[src/rtl/game_pkg.sv]
// Purpose: shared state encoding and keyboard scan codes for the match controller.
// Latency: n/a (types and constants only).
// Backpressure: n/a.
package game_pkg;

    typedef enum logic [2:0] {
        S_MENU       = 3'd0,
        S_READY      = 3'd1,
        S_RUN        = 3'd2,
        S_PAUSED     = 3'd3,
        S_ROUND_OVER = 3'd4,
        S_MATCH_OVER = 3'd5
    } game_state_t;

    localparam logic [7:0] KEY_ENTER  = 8'h28;
    localparam logic [7:0] KEY_ESCAPE = 8'h29;
    localparam logic [7:0] KEY_UP     = 8'h52;
    localparam logic [7:0] KEY_W      = 8'h1A;
    localparam logic [7:0] KEY_DOWN   = 8'h51;
    localparam logic [7:0] KEY_S      = 8'h16;

endpackage

[src/rtl/key_edge.sv]
// Purpose: turns a level keycode into a one-cycle press pulse (new non-zero code).
// Latency: press_o is combinational from keycode_i against last cycle's code.
// Backpressure: none; a held key yields a single press.
// Ports: clk_i clock, keycode_i current code (0 = none), press_o press pulse.
module key_edge (
    input  logic       clk_i,
    input  logic [7:0] keycode_i,
    output logic       press_o
);

    logic [7:0] prev_q;

    // Loads every cycle, reset included, so a key held through reset never fires.
    always_ff @(posedge clk_i) begin
        prev_q <= keycode_i;
    end

    assign press_o = (keycode_i != 8'h00) && (keycode_i != prev_q);

endmodule

[src/rtl/game_match_ctrl.sv]
// Purpose: multi-player round/match state machine (menu, countdown, play, pause, results).
// Latency: all outputs registered; inputs take effect on the next rising edge.
// Backpressure: none; key actions fire once per press, Tick/Crash are sampled pulses.
// Ports: Clk, Reset/Reset_Game (sync, active-high), keycode, Tick, Crash[player] in;
//        Game_State, Map_Select, Load_Background, Alive, Scores (packed), Countdown,
//        Winner, Winner_Valid, Draw out.
module game_match_ctrl
    import game_pkg::*;
#(
    parameter int  NUM_PLAYERS = 2,
    parameter int  WIN_ROUNDS  = 3,
    parameter int  NUM_MAPS    = 4,
    parameter int  COUNT_TICKS = 3,
    localparam int MAP_W   = ($clog2(NUM_MAPS) > 1) ? $clog2(NUM_MAPS) : 1,
    localparam int SCORE_W = $clog2(WIN_ROUNDS + 1),
    localparam int PID_W   = ($clog2(NUM_PLAYERS) > 1) ? $clog2(NUM_PLAYERS) : 1
) (
    input  logic                           Clk,
    input  logic                           Reset,
    input  logic                           Reset_Game,
    input  logic [7:0]                     keycode,
    input  logic                           Tick,
    input  logic [NUM_PLAYERS-1:0]         Crash,
    output logic [2:0]                     Game_State,
    output logic [MAP_W-1:0]               Map_Select,
    output logic                           Load_Background,
    output logic [NUM_PLAYERS-1:0]         Alive,
    output logic [NUM_PLAYERS*SCORE_W-1:0] Scores,
    output logic [3:0]                     Countdown,
    output logic [PID_W-1:0]               Winner,
    output logic                           Winner_Valid,
    output logic                           Draw
);

    logic rst;
    logic key_press;
    logic up_p, dn_p, ent_p, esc_p;

    game_state_t                    state_q, state_d;
    logic [MAP_W-1:0]               map_q, map_d;
    logic [NUM_PLAYERS*SCORE_W-1:0] scores_q, scores_d;
    logic [NUM_PLAYERS-1:0]         alive_q, alive_d;
    logic [3:0]                     count_q, count_d;
    logic [PID_W-1:0]               winner_q, winner_d;
    logic                           wv_q, wv_d;
    logic                           draw_q, draw_d;
    logic                           lb_q, lb_d;

    logic [NUM_PLAYERS-1:0]         next_alive;
    int                             n_alive;
    logic [SCORE_W-1:0]             score_inc;

    assign rst = Reset | Reset_Game;

    key_edge u_key_edge (
        .clk_i     (Clk),
        .keycode_i (keycode),
        .press_o   (key_press)
    );

    assign up_p  = key_press && ((keycode == KEY_UP)   || (keycode == KEY_W));
    assign dn_p  = key_press && ((keycode == KEY_DOWN) || (keycode == KEY_S));
    assign ent_p = key_press && (keycode == KEY_ENTER);
    assign esc_p = key_press && (keycode == KEY_ESCAPE);

    always_comb begin
        state_d    = state_q;
        map_d      = map_q;
        scores_d   = scores_q;
        alive_d    = alive_q;
        count_d    = count_q;
        winner_d   = winner_q;
        wv_d       = wv_q;
        draw_d     = draw_q;
        lb_d       = 1'b0;
        score_inc  = '0;
        next_alive = alive_q & ~Crash;
        n_alive    = 0;
        for (int i = 0; i < NUM_PLAYERS; i++) begin
            n_alive = n_alive + int'(next_alive[i]);
        end

        case (state_q)
            S_MENU: begin
                if (ent_p) begin
                    state_d  = S_READY;
                    scores_d = '0;
                end else if (up_p) begin
                    map_d = (map_q == MAP_W'(NUM_MAPS - 1)) ? '0 : map_q + 1'b1;
                end else if (dn_p) begin
                    map_d = (map_q == '0) ? MAP_W'(NUM_MAPS - 1) : map_q - 1'b1;
                end
            end
            S_READY: begin
                if (Tick) begin
                    if (count_q == 4'd1) begin
                        count_d = 4'd0;
                        state_d = S_RUN;
                    end else begin
                        count_d = count_q - 4'd1;
                    end
                end
            end
            S_RUN: begin
                alive_d = next_alive;
                if (n_alive == 1) begin
                    // Exactly one survivor: credit it; a round-ending crash beats Escape.
                    for (int i = 0; i < NUM_PLAYERS; i++) begin
                        if (next_alive[i]) begin
                            score_inc = scores_q[i*SCORE_W +: SCORE_W] + 1'b1;
                            scores_d[i*SCORE_W +: SCORE_W] = score_inc;
                            winner_d = PID_W'(i);
                        end
                    end
                    wv_d    = 1'b1;
                    state_d = (score_inc == SCORE_W'(WIN_ROUNDS)) ? S_MATCH_OVER : S_ROUND_OVER;
                end else if (n_alive == 0) begin
                    draw_d  = 1'b1;
                    state_d = S_ROUND_OVER;
                end else if (esc_p) begin
                    state_d = S_PAUSED;
                end
            end
            S_PAUSED: begin
                if (esc_p || ent_p) begin
                    state_d = S_RUN;
                end
            end
            S_ROUND_OVER: begin
                if (ent_p) begin
                    state_d = S_READY;
                end
            end
            S_MATCH_OVER: begin
                if (ent_p) begin
                    state_d = S_MENU;
                end
            end
            default: state_d = S_MENU;
        endcase

        // Every fresh round starts with everyone alive and a full countdown.
        if ((state_d == S_READY) && (state_q != S_READY)) begin
            alive_d = '1;
            count_d = 4'(COUNT_TICKS);
            wv_d    = 1'b0;
            draw_d  = 1'b0;
        end

        // Screen changes only; RUN<->PAUSED keeps the current background.
        lb_d = (state_d != state_q) &&
               (state_d inside {S_MENU, S_READY, S_ROUND_OVER, S_MATCH_OVER});
    end

    always_ff @(posedge Clk) begin
        if (rst) begin
            state_q  <= S_MENU;
            map_q    <= '0;
            scores_q <= '0;
            alive_q  <= '0;
            count_q  <= '0;
            winner_q <= '0;
            wv_q     <= 1'b0;
            draw_q   <= 1'b0;
            lb_q     <= 1'b0;
        end else begin
            state_q  <= state_d;
            map_q    <= map_d;
            scores_q <= scores_d;
            alive_q  <= alive_d;
            count_q  <= count_d;
            winner_q <= winner_d;
            wv_q     <= wv_d;
            draw_q   <= draw_d;
            lb_q     <= lb_d;
        end
    end

    assign Game_State      = state_q;
    assign Map_Select      = map_q;
    assign Load_Background = lb_q;
    assign Alive           = alive_q;
    assign Scores          = scores_q;
    assign Countdown       = count_q;
    assign Winner          = winner_q;
    assign Winner_Valid    = wv_q;
    assign Draw            = draw_q;

endmodule

[config.mk]
export PLATFORM = sky130hd
export DESIGN_NAME = game_match_ctrl
export DESIGN_NICKNAME = d
export VERILOG_FILES = /design/src/rtl/game_pkg.sv /design/src/rtl/key_edge.sv /design/src/rtl/game_match_ctrl.sv
export SDC_FILE = /design/constraint.sdc
export NUM_CORES = 1
export LEC_CHECK = 0
export CORE_MARGIN = 4
export CORE_UTILIZATION = 40
export DETAILED_ROUTE_END_ITERATION = 6
export PLACE_DENSITY = 0.8
export SYNTH_ARGS = -nofsm -noshare
export SYNTH_HDL_FRONTEND = slang
export SYNTH_HIERARCHICAL = 1
export SYNTH_SLANG_ARGS = --single-unit
[constraint.sdc]
create_clock -name Clk -period 1.89 [get_ports Clk]
set_input_delay 0.2835 -clock Clk [delete_from_list [all_inputs] [get_ports Clk]]
set_output_delay 0.2835 -clock Clk [all_outputs]
set_load 0.03 [all_outputs]
Word level (Yosys, flattened, before mapping)
Cells that the tools add are included.
{"block": "op_classes", "eq_ne": 25, "n_mux": 31, "n_reduce_logical": 32, "n_bitwise": 5, "n_addsub": 6}
{"op": "$logic_not 32->1", "n": 1}
{"op": "$mux 2", "n": 15}
{"op": "$mux 3", "n": 8}
{"op": "$eq 8x5->1 const B", "n": 2}
{"op": "$eq 8x6->1 const B", "n": 2}
{"op": "$eq 8x7->1 const B", "n": 2}
{"op": "$pmux 3 s5", "n": 1}
{"op": "$eq 3x3->1 const B", "n": 4}
{"op": "$mux 4", "n": 3}
{"op": "$reduce_bool 2->1", "n": 6}
{"op": "$reduce_and 3->1", "n": 3}
{"op": "$ne 2x2->1 const B", "n": 4}
{"op": "$ne 8x8->1", "n": 1}
{"op": "$pmux 4 s2", "n": 1}
{"op": "$reduce_and 4->1", "n": 2}
{"op": "$reduce_bool 8->1", "n": 1}
{"op": "$logic_and 1x1->1", "n": 7}
{"op": "$add 2x1->2 const B", "n": 3}
{"op": "$eq 3x1->1 const B", "n": 2}
{"op": "$eq 3x2->1 const B", "n": 2}
{"op": "$logic_not 3->1", "n": 2}
{"op": "$reduce_and 2->1", "n": 3}
{"op": "$eq 2x2->1 const B", "n": 2}
{"op": "$eq 4x1->1 const B", "n": 1}
{"op": "15 further kinds", "n": 21}
{"block": "totals", "out_inout_bits": 19, "register_bits": 27, "elab_cells": 111}

Longest topological paths before layout
{"block": "logic_depth", "ltp_word": 14, "mapped_depth": 7}

Modules after synthesis
Netlist, hierarchy kept.
{"mod": "game_match_ctrl", "instances": 1, "area_each_um2": 1249.9, "seq_area_each_um2": 380.4, "cells_per_inst": 149}
{"mod": "key_edge", "instances": 1, "area_each_um2": 262.8, "seq_area_each_um2": 160.2, "cells_per_inst": 21}

Least setup slack after synthesis
No wires, ideal clock.
{"block": "synth_path", "path_kind": "reg2reg", "start": "register u_key_edge.prev_q[6]", "end": "register scores_q[2] (netlist: Scores[2])", "path_stages_with_launch": 8, "period_less_slack_ns": 1.985, "setup_time_ns": 0.116, "slack_ns": -0.095, "path_buffers": 0, "arrival_time_ns": 1.870, "path_cell_list": "dfxtp_1 xor2_1 nor4_1 a22oi_1 or4b_4 nor4_4 o22ai_1 a31o_1"}
{"block": "synth_between", "elab_chain_cells": 5}
{"element": "start: declaration", "line": "key_edge.sv:11", "text": "logic [7:0] prev_q;"}
{"element": "start signal: assignment", "line": "key_edge.sv:15", "text": "prev_q <= keycode_i;"}
{"element": "$ne 8x8->1", "line": "key_edge.sv:18", "text": "assign press_o = (keycode_i != 8'h00) && (keycode_i != prev_q);"}
{"element": "$logic_and 1x1->1", "line": "key_edge.sv:18"}
{"element": "net key_press", "line": "game_match_ctrl.sv:36", "text": "logic key_press;"}
{"element": "$logic_and 1x1->1", "line": "game_match_ctrl.sv:63", "text": "assign ent_p = key_press && (keycode == KEY_ENTER);"}
{"element": "$ne 2x2->1 (no source line)"}
{"element": "$reduce_and 4->1 (no source line)"}
{"element": "end signal: assignment", "line": "game_match_ctrl.sv:169", "text": "scores_q <= scores_d;"}
{"element": "end: declaration", "line": "game_match_ctrl.sv:41", "text": "logic [NUM_PLAYERS*SCORE_W-1:0] scores_q, scores_d;"}
The timed path passes the listed nets, and every way through them passes these cells.
A chain may end at the register's enable or synchronous reset.

Worst setup path in the final report
Ends and elaborated chain as after synthesis.

==> flow_summary.ini <==
[status]
status = finished, violations left
violations = negative setup slack

[drt]
via_per_inst = 5.35
drt_pre_antenna_iters = 4
antenna_left = 0
wl_per_cell_um = 13.7
drc = 0
route.vias.total = 1488
drt_iter0_markers = 68
wl_um = 3810

[synth]
yosysTopAreaCellShare = 0.357
avgSynthCellArea_um2 = 8.90
yosysMostFrequentCell = dfxtp_1
synth_cells = 170
ys_ff_latch = 27
syn_area_um2 = 1510
synth_common_cells = dfxtp_1, nor2_1, nand2_1, a21oi_1, inv_1
seq_area_frac_synth = 0.357
ys_async_sr_fraction = 0
synth.distinct_cells = 52
ys.flop_type = dfxtp_1
synth_fp_nets = 190
synth-edff-count = 0
yosys.area.top_type = dfxtp_1
synth.yosys.warnings = 6
synth_area_leaders = dfxtp_1, xor2_1, ha_1

[final_layout]
final_cells = 278
layout-drive-gt1-share = 0.252
syn_to_final_growth_pct = 46.2
fill_cells = 320
nets = 251
antenna_cells = 0
final_util = 0.604

[grt]
grt-ovfl-total = 0
grtUsageTotal = 0.155
grt_max_degree = 17
antenna_found_initial = 0
grt_pass1_wl_um = 6220
first_global_vias = 1392

[sta]
skew_ns = 0.00451
fin_crit_ns = 2.13
finalWorstSetupSlack_ns = -0.236
grt_setup_unrepaired = true
relSlewSlack = 0.628
setup_viol = 8
finalMaxSlewViolations = 0
period_share = 1.13
tightest_slew_ns = 0.553
finalHoldViolations = 0
clock.fmax_ghz = 0.470

[cts]
clk_path_buf_depth = 2
cts_tree = yes
numCtsBuffers = 3
cts_sinks = 27
clk_latency_ns = 0.28
hold_buffers = 0
root_buffer = clkbuf_8
htree_levels = 1
clk_pin_slew_ns = 0.10

[worst_setup_path]
critical_path.startpoint_type = flip-flop
crit_path_end_kind = flip-flop
critPathRequiredTime_ns = 2.07
critical_path.max_fanout = 4
worstPathArrival_ns = 2.31
critical_path_class = reg2reg

[floorplan]
die-area_um2 = 4830
die_width_um = 69.5
die_h_um = 69.5
core_area_um2 = 3660
num_rows = 22
io_pins = 33
initial_core_util = 0.413

[pwr]
power_density_nw_per_um2 = 480
ir_worst_vdd_v = 0.000266
leakage_nw = 0.839

[placed_design]
place_hpwl_um = 2830
portBuffers = 32
place_inst = 273
gp_congestion = 0.805
place_ws_ns = -0.797

[run]
maxCapViolations = 0

[hold_path]
hp-class = in2reg
-- cells by family after synthesis --
group,after synthesis,share of synthesized area
AO/OA/AOI/OAI,33,0.157
XOR/XNOR,10,0.0579
adder cells (fa/ha/maj),6,0.0496
buffers and inverters,16,0.0397
flip-flops,27,0.357
multiplexers,4,0.0265
AND/OR/NAND/NOR,74,0.312
-- flip-flops by register name (all words and copies together), names as in the netlist, 2 cells and up --
name and cells:
Countdown 4, Scores 4, Map_Select 2, Game_State 3, u_key_edge/prev_q 8, Alive 2
-- through the flow --
step / cell area, um^2 / power (mW) / TNS [ns] / hold slack [ns]
2_1_floorplan: 1510 / 0.644 / -0.172 / 0.311
4_1_cts: 2170 / 1.07 / -1.21 / 0.398
5_1_grt: 2210 / 1.11 / -2.08 / 0.419
3_5_place_dp: 2090 / 0.730 / -9.04 / 0.457
3_3_place_gp: 2090 / 0.727 / -8.20 / 0.459
6_report: 2210 / 1.06 / -1.48 / 0.399
-- cells in the final DEF (no fill, tap or decap), types with 2 or more instances in the layout --
cell type	count
clkbuf_8	3
dfxtp_1	23
inv_1	11
dfxtp_2	4
dlygate4sd2_1	8
nand2_1	13
nor4bb_1	3
clkdlybuf4s50_1	23
a21oi_1	11
buf_4	28
nor3b_1	4
or3b_2	2
or4bb_4	2
mux2i_1	4
nand4b_1	2
o31ai_1	2
o21ai_0	4
nor2_1	16
nor4_1	7
xor2_1	7
nor3_1	2
and2_1	3
a41oi_1	2
ha_1	6
nand3b_1	2
xor2_2	2
-- report_power, final --
part | switching, mW | total, mW | leakage, nW | internal, mW
Sequential | 0.00550 | 0.585 | 0.221 | 0.579
Combinational | 0.0671 | 0.137 | 0.596 | 0.0698
Clock | 0.189 | 0.339 | 0.0217 | 0.150
-- worst max-delay path: stages (launching register included) --
cell     delay (ns)
dfxtp_2        0.33
xor2_1         0.17
nor4_1         0.08
a22oi_1        0.25
or4b_4         0.55
nor4_4         0.34
o22ai_1        0.14
a31o_1         0.18
-- cell type report --
type                    instances  area [um^2]  share of cell area
flip-flops and latches         27          546               0.247
inverters                      11         41.3              0.0187
repair buffers                 61          534               0.242
clock inverters                 1         7.51             0.00339
well taps                      48         60.1              0.0271
multi-input cells             127          982               0.444
clock buffers                   3         41.3              0.0187
-- routing by layer --
layer	global-route usage	wire [um]	vias to the layer above
li1	-	-	742
met1	0.210	1830	702
met2	0.244	1770	38
met3	0.0246	141	6
met4	0.0672	72	0
met5	0	0	-
-- timing repair --
item,CTS,global route
endpoints found under the setup margin,17,10
resized for setup,16,9
setup buffers,2,1
pin swaps,15,6
-- final timing paths --
path / start / endpoint / slack [ns] / depth (start not counted)
worst max-delay path: u_key_edge/prev_q[6] / Scores[2] / -0.24 / 7
worst min-delay path: keycode[7] / u_key_edge/prev_q[7] / 0.40 / 2
worst max register to register: u_key_edge/prev_q[6] / Scores[2] / -0.24 / 7
worst min register to register: Alive[1] / Alive[1] / 0.48 / 2
(Power assumes the default switching activity.)
